===== src/rtl/varredura_pkg.sv =====
// Shared encodings for the sonar sweep control unit: FSM states (which double as
// db_estado codes) and the TX record field indices.
package varredura_pkg;

  typedef enum logic [3:0] {
    INICIAL            = 4'd0,
    PREPARACAO         = 4'd1,
    POSICIONA          = 4'd2,
    ESPERA_SERVO       = 4'd3,
    MEDE               = 4'd4,
    AGUARDA_MEDIDA     = 4'd5,
    TRANSMITE          = 4'd6,
    ESPERA_TRANSMISSAO = 4'd7,
    FIM_POSICAO        = 4'd8,
    FALHA_MEDIDA       = 4'd9
  } estado_t;

  localparam logic [3:0] DB_ILEGAL = 4'hE;

  // Record layout: angle C/D/U, comma, distance C/D/U, terminator.
  localparam logic [2:0] CAMPO_ANG_C   = 3'd0;
  localparam logic [2:0] CAMPO_ANG_D   = 3'd1;
  localparam logic [2:0] CAMPO_ANG_U   = 3'd2;
  localparam logic [2:0] CAMPO_VIRGULA = 3'd3;
  localparam logic [2:0] CAMPO_DIST_C  = 3'd4;
  localparam logic [2:0] CAMPO_DIST_D  = 3'd5;
  localparam logic [2:0] CAMPO_DIST_U  = 3'd6;
  localparam logic [2:0] CAMPO_HASH    = 3'd7;
  localparam logic [2:0] CAMPO_ULTIMO  = CAMPO_HASH;

endpackage


===== src/rtl/contador_m.sv =====
// Modulo-M counter with synchronous clear, count enable and a terminal-count flag
// (fim is high while the count sits at M-1).
module contador_m #(
  parameter int M = 8
) (
  input  logic clock,
  input  logic reset,
  input  logic clear,
  input  logic enable,
  output logic fim
);

  localparam int W = (M > 1) ? $clog2(M) : 1;
  localparam logic [W-1:0] ULTIMO = W'(M - 1);

  logic [W-1:0] valor;

  // NOTE: sequential state uses non-blocking assignments so every register samples pre-edge values.
  always_ff @(posedge clock or negedge reset) begin
    if (!reset) begin
      valor <= '0;
    end else if (clear) begin
      valor <= '0;
    end else if (enable) begin
      valor <= (valor == ULTIMO) ? '0 : valor + 1'b1;
    end
  end

  assign fim = (valor == ULTIMO);

endmodule


===== src/rtl/varredura_uc.sv =====
// Sonar sweep control unit: ping-pong servo stepping, settle wait, one measurement,
// then an 8-field serial record. Define VARREDURA_TIMEOUT_EN to enable the measurement watchdog.
module varredura_uc
  import varredura_pkg::*;
#(
  parameter int N_POSICOES     = 8,
  parameter int ESPERA_CICLOS  = 50_000_000,
  parameter int TIMEOUT_CICLOS = 10_000_000,
  localparam int PW = (N_POSICOES > 1) ? $clog2(N_POSICOES) : 1
) (
  input  logic          clock,
  input  logic          reset,
  input  logic          ligar,
  input  logic          pronto_medida,
  input  logic          pronto_serial,
  output logic          mensurar,
  output logic          partida_serial,
  output logic [2:0]    sel_campo,
  output logic [PW-1:0] posicao,
  output logic          pronto,
  output logic          erro_medida,
  output logic [3:0]    db_estado
);

  localparam logic [PW-1:0] POS_MAX = PW'(N_POSICOES - 1);

  estado_t       estado;
  logic [2:0]    campo;
  logic          sobe;
  logic          fim_espera;
  logic          fim_timeout;
  logic [PW-1:0] pos_prox;

  contador_m #(.M(ESPERA_CICLOS)) u_espera (
    .clock  (clock),
    .reset  (reset),
    .clear  (estado == POSICIONA),
    .enable (estado == ESPERA_SERVO),
    .fim    (fim_espera)
  );

`ifdef VARREDURA_TIMEOUT_EN
  contador_m #(.M(TIMEOUT_CICLOS)) u_watchdog (
    .clock  (clock),
    .reset  (reset),
    .clear  (estado == MEDE),
    .enable (estado == AGUARDA_MEDIDA),
    .fim    (fim_timeout)
  );
`else
  assign fim_timeout = 1'b0;
  if (TIMEOUT_CICLOS < 1) begin : g_timeout_invalido
  end
`endif

  assign pos_prox  = sobe ? posicao + 1'b1 : posicao - 1'b1;
  assign sel_campo = campo;

  always_ff @(posedge clock or negedge reset) begin
    if (!reset) begin
      estado         <= INICIAL;
      campo          <= CAMPO_ANG_C;
      posicao        <= '0;
      sobe           <= 1'b1;
      mensurar       <= 1'b0;
      partida_serial <= 1'b0;
      pronto         <= 1'b0;
      erro_medida    <= 1'b0;
    end else begin
      // Pulse outputs are asserted together with the transition into their state.
      mensurar       <= 1'b0;
      partida_serial <= 1'b0;
      pronto         <= 1'b0;
      erro_medida    <= 1'b0;
      case (estado)
        INICIAL: if (ligar) estado <= PREPARACAO;
        PREPARACAO: begin
          posicao <= '0;
          sobe    <= 1'b1;
          campo   <= CAMPO_ANG_C;
          estado  <= POSICIONA;
        end
        POSICIONA: estado <= ESPERA_SERVO;
        ESPERA_SERVO: if (fim_espera) begin
          estado   <= MEDE;
          mensurar <= 1'b1;
        end
        MEDE: begin
          campo  <= CAMPO_ANG_C;
          estado <= AGUARDA_MEDIDA;
        end
        AGUARDA_MEDIDA: begin
          if (pronto_medida) begin
            estado         <= TRANSMITE;
            partida_serial <= 1'b1;
          end else if (fim_timeout) begin
            estado      <= FALHA_MEDIDA;
            erro_medida <= 1'b1;
          end
        end
        TRANSMITE: estado <= ESPERA_TRANSMISSAO;
        ESPERA_TRANSMISSAO: if (pronto_serial) begin
          if (campo == CAMPO_ULTIMO) begin
            estado <= FIM_POSICAO;
            pronto <= 1'b1;
          end else begin
            campo          <= campo + 1'b1;
            estado         <= TRANSMITE;
            partida_serial <= 1'b1;
          end
        end
        FALHA_MEDIDA: begin
          estado <= FIM_POSICAO;
          pronto <= 1'b1;
        end
        FIM_POSICAO: begin
          if (ligar) begin
            posicao <= pos_prox;
            if (sobe && pos_prox == POS_MAX) sobe <= 1'b0;
            else if (!sobe && pos_prox == '0) sobe <= 1'b1;
            estado <= POSICIONA;
          end else begin
            estado <= INICIAL;
          end
        end
        default: estado <= INICIAL;
      endcase
    end
  end

  // NOTE: combinational block assigns its output on every path to avoid an inferred latch.
  always_comb begin
    db_estado = DB_ILEGAL;
    if (estado <= FALHA_MEDIDA) db_estado = 4'(estado);
  end

endmodule


===== config.mk =====
export PLATFORM = sky130hd
export DESIGN_NAME = varredura_uc
export DESIGN_NICKNAME = d
export VERILOG_FILES = /design/src/rtl/varredura_pkg.sv /design/src/rtl/contador_m.sv /design/src/rtl/varredura_uc.sv
export SDC_FILE = /design/constraint.sdc
export NUM_CORES = 1
export LEC_CHECK = 0
export ABC_AREA = 1
export CAP_MARGIN = 20
export CORE_ASPECT_RATIO = 0.6
export CORE_UTILIZATION = 52
export CTS_BUF_LIST = sky130_fd_sc_hd__clkbuf_2 sky130_fd_sc_hd__clkbuf_4 sky130_fd_sc_hd__clkbuf_8
export CTS_CLUSTER_DIAMETER = 30
export DETAILED_ROUTE_END_ITERATION = 8
export HOLD_SLACK_MARGIN = 0.03
export PLACE_DENSITY_LB_ADDON = 0.05
export SLEW_MARGIN = 20
export SYNTH_ARGS = -nofsm -noshare
export SYNTH_HDL_FRONTEND = slang
export SYNTH_SLANG_ARGS = --single-unit

===== constraint.sdc =====
create_clock -name clock -period 1.9 [get_ports clock]
set_input_delay 0.475 -clock clock [delete_from_list [all_inputs] [get_ports clock]]
set_output_delay 0.475 -clock clock [all_outputs]
set_load 0.02 [all_outputs]

== Word level (Yosys, flattened, before mapping) ==
Index checks and enable logic that the tools add are counted.
Storage, ports and cells
  input port bits: 5
  word-level logic and storage cells: 75
  bits in registers: 40
  output and inout port bits: 14
Operators by class
  reduce and logical (&&, ||, !) cells: 13
  eq/ne operators: 19
  order comparisons: 1
  $add $sub $neg: 4
  muxes and demuxes: 30
Operators with widths (number)
  $mux 26: 3
  $pmux 4 s10: 1
  $add 26x1->26 const B: 1
  $eq 26x26->1 const B: 1
  $mux 4: 6
  $eq 4x3->1 const B: 4
  $mux 3: 4
  $ne 2x2->1 const B: 6
  $pmux 3 s2: 2
  $mux 1: 10
  $eq 4x2->1 const B: 2
  $eq 4x4->1 const B: 2
  $add 3x1->3 const B: 2
  $eq 3x3->1 const B: 2
  $pmux 1 s2: 3
  $reduce_and 3->1: 2
  $reduce_bool 2->1: 3
  $eq 4x1->1 const B: 1
  $le 4x4->1 const B: 1
  $logic_not 4->1: 1
  $reduce_and 4->1: 1
  $logic_not 3->1: 1
  $ne 3x3->1 const B: 1
  $sub 3x1->3 const B: 1
  other kinds (5): 6

== Longest topological paths before layout ==
Gate-level depths: netlist (run 1).
  depth in word-level cells: 8
  mapped depth: 10
  mapped depth without buffers: 10

== By module ==
From an unflattened synthesis (run 1), not the netlist that was laid out.
Unflattened totals
  cell total of the unflattened synthesis: 363
  area total of the unflattened synthesis: 2616.3 µm²
Modules (own cells, without submodules)
  contador_m: seq. area each 650.6 µm², cells an instance 236, instances 1, area each 1657.8 µm²
  varredura_uc: seq. area each 351.6 µm², cells an instance 127, instances 1, area each 958.4 µm²

== Worst setup path after synthesis (run 1) ==
Ideal clock, no wire load.
  path type: flip-flop to output port
  from: reg estado[3]
  to: out db_estado[1]
  path buffers: 0
  stages on the path, launching flop included: 3
  slack: 0.346 ns
  data arrival time: 1.079 ns
  required time: 1.425 ns
  cell sequence: dfrtp_1 -> inv_1 -> o21ai_0
On the way
  cells in the longest elaborated chain, start to end: 2
RTL lines
  start, declared: line varredura_uc.sv:27  | estado_t estado;
  start signal, assigned: line varredura_uc.sv:61  | estado <= INICIAL;
  start signal, assigned: line varredura_uc.sv:76  | INICIAL: if (ligar) estado <= PREPARACAO;
  start signal, assigned: line varredura_uc.sv:81  | estado <= POSICIONA;
  $le 4x4->1: line varredura_uc.sv:134  | if (estado <= FALHA_MEDIDA) db_estado = 4'(estado);
  $mux 4: line varredura_uc.sv:134
  end, declared: line varredura_uc.sv:22  | output logic [3:0] db_estado
Every way passes these cells.

== Worst setup path after layout (run 1) ==
  from: reg posicao[0]
  to: out posicao[0]
RTL lines
  start, declared: line varredura_uc.sv:19  | output logic [PW-1:0] posicao,
  start signal, assigned: line varredura_uc.sv:118  | posicao <= pos_prox;
No word-level cell between the ends.

==> results.txt, run 1 <==
Final #Nets -> 425
CP cell instances -> clkdlybuf4s50_1
Final Wtd Congestion -> 0.915
CTS resizes -> 4
Worst setup SP type -> flip-flop
Buffers on Ports -> 17
Post-route cell area -> 0.00306 mm²
Initial antenna violation count -> 0
Drt wl/cell -> 13.8 µm
Final WL -> 6.56 mm
Flop-to-flop setup slack -> 0.20 ns
Leading area contributor after synthesis -> dfrtp_1
DRT iter0 DRCs -> 228
Slowest CP cell -> clkdlybuf4s50_1
CTS H-tree lvls -> 2
Max Cap Violations -> 0
CP delay by family, top -> buffers and inverters
Hold/Removal Path Class -> input port to asynchronous set/reset pin
Setup crit end kind -> primary output
Clock sinks -> 40
CP arrival -> 1.34 ns
TritonRoute pass-1 iters -> 5
Final setup fails -> 0
Detailed Place HPWL -> 5.16 mm
Req. time, crit path -> 1.42 ns
Placed insts -> 468
Setup slack after placement -> 0.117 ns
PwrDens -> 895 mW/mm²
Clock skew -> 0.00589 ns
Synth area leaders -> dfrtp_1, nand2_1, inv_1, nor2_1, nand3_1
Synthesized Nets -> 402
RSZ-0062 raised after global routing -> false
Crit path buf inv count -> 1
Row count -> 19
Synthesized area -> 0.00271 mm²
Finished Layout Cells -> 476
Via count -> 2,482
PnR worst setup slack -> 0.0883 ns
Clock-pin transition on the worst setup and hold timing paths -> 0.08 ns
CP Max Fanout -> 4
Starting density of the core -> 0.567
Drc violations -> 0
Post-route ant nets -> 0
Ys Warns -> 0
Core Footprint -> 0.00478 mm²
Setup CP Type -> flip-flop to primary output
Status -> finished clean
Vias in the first global route -> 2,189
Hold bufs inserted after CTS -> 0
First-pass GRT wire length -> 10.7 mm
Cells on worst reg2reg path -> 8
CTS Buffer Depth -> 2
GRT overflow -> 0
Worst reg2reg path startpoint -> u_espera.valor[0]
Post-CTS Setup Repair Bufs -> 0
Ant diodes -> 0
Area grow syn2layout -> 12.9%
Fraction of the cycle the final worst path needs -> 0.954
Clk Latency, worst-skew pair -> 0.30 ns
#FFs+latches synth -> 40
R2r endpoint -> u_espera.valor[22]
Fmax -> 552 MHz
Vias/cell -> 5.21
VDD IR-drop max -> 0.738 mV
Pleak -> 1.45 nW
Die Area -> 0.00551 mm²
Largest net degree at the start of global routing -> 21
Slew Viols, Final -> 0
Num CTS Buffers -> 5
CP max stage delay -> 0.63 ns
Yosys cell types -> 33
Die Height -> 57.9 µm
Layout cells sized above 1 -> 0.107
Sequential area share after synthesis -> 0.370
Min Tclk post-route -> 1.81 ns
Io pins -> 19
CTS Root Buffer Type -> clkbuf_8
Placement Cell Area -> 0.00295 mm²
CTS tree -> done
Synthesized instance count -> 389
Syn avg cell area -> 6.96 µm²
GRT Total Usage -> 0.262
Yosys top cell area share -> 0.360
TNS Setup -> 0 ns
Post-Route Utilization -> 0.640
Fin. Hold Viols -> 0
Chip Width -> 95.2 µm
-- metal layers --
| layer | track usage | routed length (µm) | part of all wire |
|---|---|---|---|
| met1 | 0.428 | 3620 | 0.55 |
| met2 | 0.327 | 2340 | 0.36 |
| met3 | 0.0774 | 563 | 0.086 |
| met4 | 0.0584 | 42 | 0.0064 |
| met5 | 0 | 0 | 0 |
-- cells in the final DEF, fill, tap and decap left out, types with 2 or more instances in the layout --
cell and instances:
nand2_1 129, inv_1 48, nor2_1 40, dfrtp_1 39, nand3_1 29, o21ai_0 17, nor2_2 11, xor2_1 11
clkdlybuf4s50_1 11, nand2_2 7, nand4_1 7, ha_1 7, buf_4 7, nor2_4 5, clkbuf_8 5, o22ai_1 4
a21oi_1 3, nor3_1 3, o21ai_1 3, xnor2_1 3, dlygate4sd2_1 3, inv_2 2, o32ai_1 2, o211ai_1 2
-- kinds of logic (layout without fill, tap and decap cells) --
group,count (synthesis),count (layout),synth area share
fa+ha+maj,8,8,0.0397
compound gates,33,33,0.0702
buf+inv,58,82,0.0901
xor+xnor,14,14,0.0453
simple gates,235,235,0.383
other cells,1,1,0.00138
flops,40,40,0.370
-- flip-flops by register name (all words and copies together), names as in the netlist --
signal / flops
estado: 4
mensurar: 1
partida_serial: 1
posicao: 3
pronto: 1
sel_campo: 3
sobe: 1
u_espera.valor: 26
-- power breakdown --
| group | switching [mW] | internal, mW | total (mW) |
|---|---|---|---|
| sequential | 0.0774 | 0.928 | 1.01 |
| combinational | 0.691 | 0.329 | 1.02 |
| clock | 0.306 | 0.404 | 0.711 |
| total | 1.08 | 1.66 | 2.74 |
-- how the worst max path moves through the flow --
stage                    start      endpoint  depth (start not counted)
floorplan            estado[3]  db_estado[1]                          2
global placement     estado[2]  db_estado[0]                          4
detailed placement   estado[2]  db_estado[0]                          4
CTS                 posicao[1]    posicao[1]                          1
global route         estado[2]  db_estado[0]                          4
finish              posicao[0]    posicao[0]                          1
-- cells in the mapped netlist (all sizes together) --
cell type and count:
fa 1, nand3b 1, xor2 11, o22ai 4, dfstp 1, ha 7
inv 50, nor2 56, o21ai 21, nand3 29, a22o 1, a21oi 3
nand2 137, buf 7, o32ai 2, conb 1, nand4 7, and2 1
xnor2 3, dfrtp 39, o211ai 2, clkbuf 1, nor4 1, nor3 3
-- through the flow --
step / hold WS, ns / total power, mW
after floorplan: 0.179 / 1.75
after global placement: 0.472 / 2.05
after detailed placement: 0.467 / 2.06
after CTS: 0.147 / 2.74
after global routing: 0.158 / 2.90
final: 0.135 / 2.74
-- area by class of cell --
class	count	area [µm²]
Clock inverter	2	35.0
Clock buffer	6	76.3
Fill cell	434	1720
Timing Repair Buffer	24	216
Multi-Input combinational cell	291	1460
Inverter	50	188
Tap cell	63	78.8
Sequential cell	40	1000
No activity file was read; power rests on OpenSTA's default activity.
==> run 2: changes to the inputs <==
--- a/config.mk
+++ b/config.mk
@@ -8,10 +8,10 @@
 export ABC_AREA = 1
 export CAP_MARGIN = 20
 export CORE_ASPECT_RATIO = 0.6
-export CORE_UTILIZATION = 52
+export CORE_UTILIZATION = 40
 export CTS_BUF_LIST = sky130_fd_sc_hd__clkbuf_2 sky130_fd_sc_hd__clkbuf_4 sky130_fd_sc_hd__clkbuf_8
-export CTS_CLUSTER_DIAMETER = 30
 export DETAILED_ROUTE_END_ITERATION = 8
+export DONT_BUFFER_PORTS = 1
 export HOLD_SLACK_MARGIN = 0.03
 export PLACE_DENSITY_LB_ADDON = 0.05
 export SLEW_MARGIN = 20
==> run 2 against run 1 <==
Clock power grew 4.6%. Setup slack worse by 0.0011 ns. Sequential share of layout area increased by 0.91 points.
==> results.txt, run 2 (synthesized netlist as in run 1, its figures left out) <==
TNS Setup -> 0 ns (unchanged)
Fillers -> 629 (was 434)
Slowest CP cell -> dfrtp_1 (was clkdlybuf4s50_1)
Global Route met2 Usage -> 0.241 (was 0.327)
Hold_ws -> 0.291 ns (was 0.135 ns)
Psw -> 1.13 mW (was 1.08 mW)
Levels on crit path -> 4 (was 1)
Detailed Place HPWL -> 5.08 mm (was 5.16 mm)
TritonRoute pass-1 iters -> 5 (unchanged)
Initial antenna violation count -> 0 (unchanged)
Met1 GRT Util -> 0.371 (was 0.428)
VDD IR-drop max -> 0.467 mV (was 0.738 mV)
Multi-input gate area -> 0.00147 mm² (was 0.00146 mm²)
Met3 usage -> 0.0476 (was 0.0774)
Switching part of the total -> 0.416 (was 0.393)
Fmax -> 552 MHz (about the same)
DRT iter0 DRCs -> 184 (was 228)
Pleak -> 1.38 nW (was 1.45 nW)
Ant diodes -> 0 (unchanged)
Final WL -> 6.80 mm (was 6.56 mm)
Clock-pin transition on the worst setup and hold timing paths -> 0.09 ns (was 0.08 ns)
Int Power -> 1.60 mW (was 1.66 mW)
PnR worst setup slack -> 0.0872 ns (was 0.0883 ns)
Clock sinks -> 40 (unchanged)
Layout cells sized above 1 -> 0.113 (was 0.107)
Post-route ant nets -> 0 (unchanged)
Total power -> 2.73 mW (was 2.74 mW)
Placed insts -> 472 (was 468)
CTS Root Buffer Type -> clkbuf_8 (unchanged)
Hold/Removal Path Class -> input port to flip-flop (was input port to asynchronous set/reset pin)
Post-Route Utilization -> 0.470 (was 0.640)
GRT Total Usage -> 0.215 (was 0.262)
Chip Width -> 108 µm (was 95.2 µm)
CP max stage delay -> 0.42 ns (was 0.63 ns)
Fin. Hold Viols -> 0 (unchanged)
Post-route cell area -> 0.00298 mm² (was 0.00306 mm²)
CTS H-tree lvls -> 2 (unchanged)
Io pins -> 19 (unchanged)
Core Footprint -> 0.00633 mm² (was 0.00478 mm²)
Drt wl/cell -> 14.1 µm (was 13.8 µm)
Status -> finished clean (unchanged)
Finished Layout Cells -> 482 (was 476)
Buffers on Ports -> 0 (was 17)
Row count -> 22 (was 19)
Cells on worst reg2reg path -> 8 (unchanged)
Register area -> 0.00100 mm² (unchanged)
GR peak layer -> met1 (unchanged)
Hold Crit Depth -> 2
RSZ-0062 raised after global routing -> false (unchanged)
Register share of total power -> 0.387 (was 0.368)
Slew Viols, Final -> 0 (unchanged)
Most common cell after layout, fill and taps aside -> nand2_1 (unchanged)
Setup CP Type -> flip-flop to primary output (unchanged)
Largest net degree at the start of global routing -> 41 (was 21)
Fraction of the cycle the final worst path needs -> 0.954 (about the same)
Largest register FFs -> 26 (unchanged)
Setup crit end kind -> primary output (unchanged)
CP arrival -> 1.34 ns (about the same)
GRT overflow -> 0 (unchanged)
Reg with most FFs -> u_espera.valor (unchanged)
PwrDens -> 917 mW/mm² (was 895 mW/mm²)
Max Cap Violations -> 0 (unchanged)
Via count -> 2,415 (was 2,482)
First-pass GRT wire length -> 11.2 mm (was 10.7 mm)
Clock power frac -> 0.272 (was 0.260)
Commonest cells after routing, fill and taps aside -> nand2_1, inv_1, nor2_1 (unchanged)
Flop-to-flop setup slack -> 0.18 ns (was 0.20 ns)
Die Area -> 0.00712 mm² (was 0.00551 mm²)
Placement Cell Area -> 0.00281 mm² (was 0.00295 mm²)
Clock skew -> 0.0138 ns (was 0.00589 ns)
CP delay by family, top -> buffers and inverters (unchanged)
Clk Latency, worst-skew pair -> 0.31 ns (was 0.30 ns)
Final setup fails -> 0 (unchanged)
Post-CTS Setup Repair Bufs -> 0 (unchanged)
Min Tclk post-route -> 1.81 ns (about the same)
Req. time, crit path -> 1.42 ns (about the same)
Vias in the first global route -> 2,146 (was 2,189)
Area grow syn2layout -> 9.88% (was 12.9%)
CTS tree -> done (unchanged)
Worst setup SP type -> flip-flop (unchanged)
Final #Nets -> 410 (was 425)
Vias/cell -> 5.01 (was 5.21)
Drc violations -> 0 (unchanged)
Combinational power share -> 0.340 (was 0.373)
Starting density of the core -> 0.428 (was 0.567)
CP Max Fanout -> 6 (was 4)
Die Height -> 65.7 µm (was 57.9 µm)
Num CTS Buffers -> 5 (unchanged)
Crit path buf inv count -> 3 (was 1)
Final Wtd Congestion -> 0.864 (was 0.915)
Top flop regs -> u_espera.valor x26, estado x4 (unchanged)
CP cell instances -> buf_6 > inv_1 > o21ai_0 > buf_4 (was clkdlybuf4s50_1)
CTS Buffer Depth -> 2 (unchanged)
Setup slack after placement -> 0.155 ns (was 0.117 ns)
==> run 2: power groups by stage <==
stage	registers (mW)	logic, mW	clock network, mW
final	1.06	0.930	0.744
after global routing	1.07	1.05	0.800
after CTS	1.05	0.916	0.769
after detailed placement	1.07	0.887	0
after global placement	1.07	0.895	0
after floorplan	1.03	0.722	0
==> run 2: layer usage <==
layer / part of all wire / routed length, µm / up-vias
met2: 0.33 / 2260 / 74
met3: 0.076 / 516 / 8
met1: 0.58 / 3950 / 1099
li1: - / - / 1234
met5: 0 / 0 / -
met4: 0.010 / 71 / 0
==> run 2: worst reg2reg max path, delay by kind of cell (launching register included) <==
kind	cells	cell delay, ns
adder cells (fa/ha/maj)	1	0.20
flip-flops	1	0.43
AND/OR/NAND/NOR	7	0.98
==> run 2: final cells by class <==
type,count,area share
clock inverter,3,0.0160
inverter,50,0.0631
clock buffer,5,0.0231
multi-input combinational,291,0.494
sequential,40,0.337
tap,84,0.0353
timing repair buffer,9,0.0315
==> run 2: final timing paths <==
check	to	startpoint
hold reg to reg	u_espera.valor[12]	u_espera.valor[12]
hold / removal	partida_serial	pronto_serial
setup / recovery	db_estado[2]	estado[3]
max in group asynchronous	sobe	reset
min in group asynchronous	u_espera.valor[11]	reset
setup reg to reg	u_espera.valor[22]	u_espera.valor[1]
==> run 2: what timing repair did <==
action                                 4_1_cts  5_1_grt
setup endpoints to repair                    0        6
hold buffers                                 2        0
gates resized for setup                      0        4
endpoints found under the hold margin       40        0
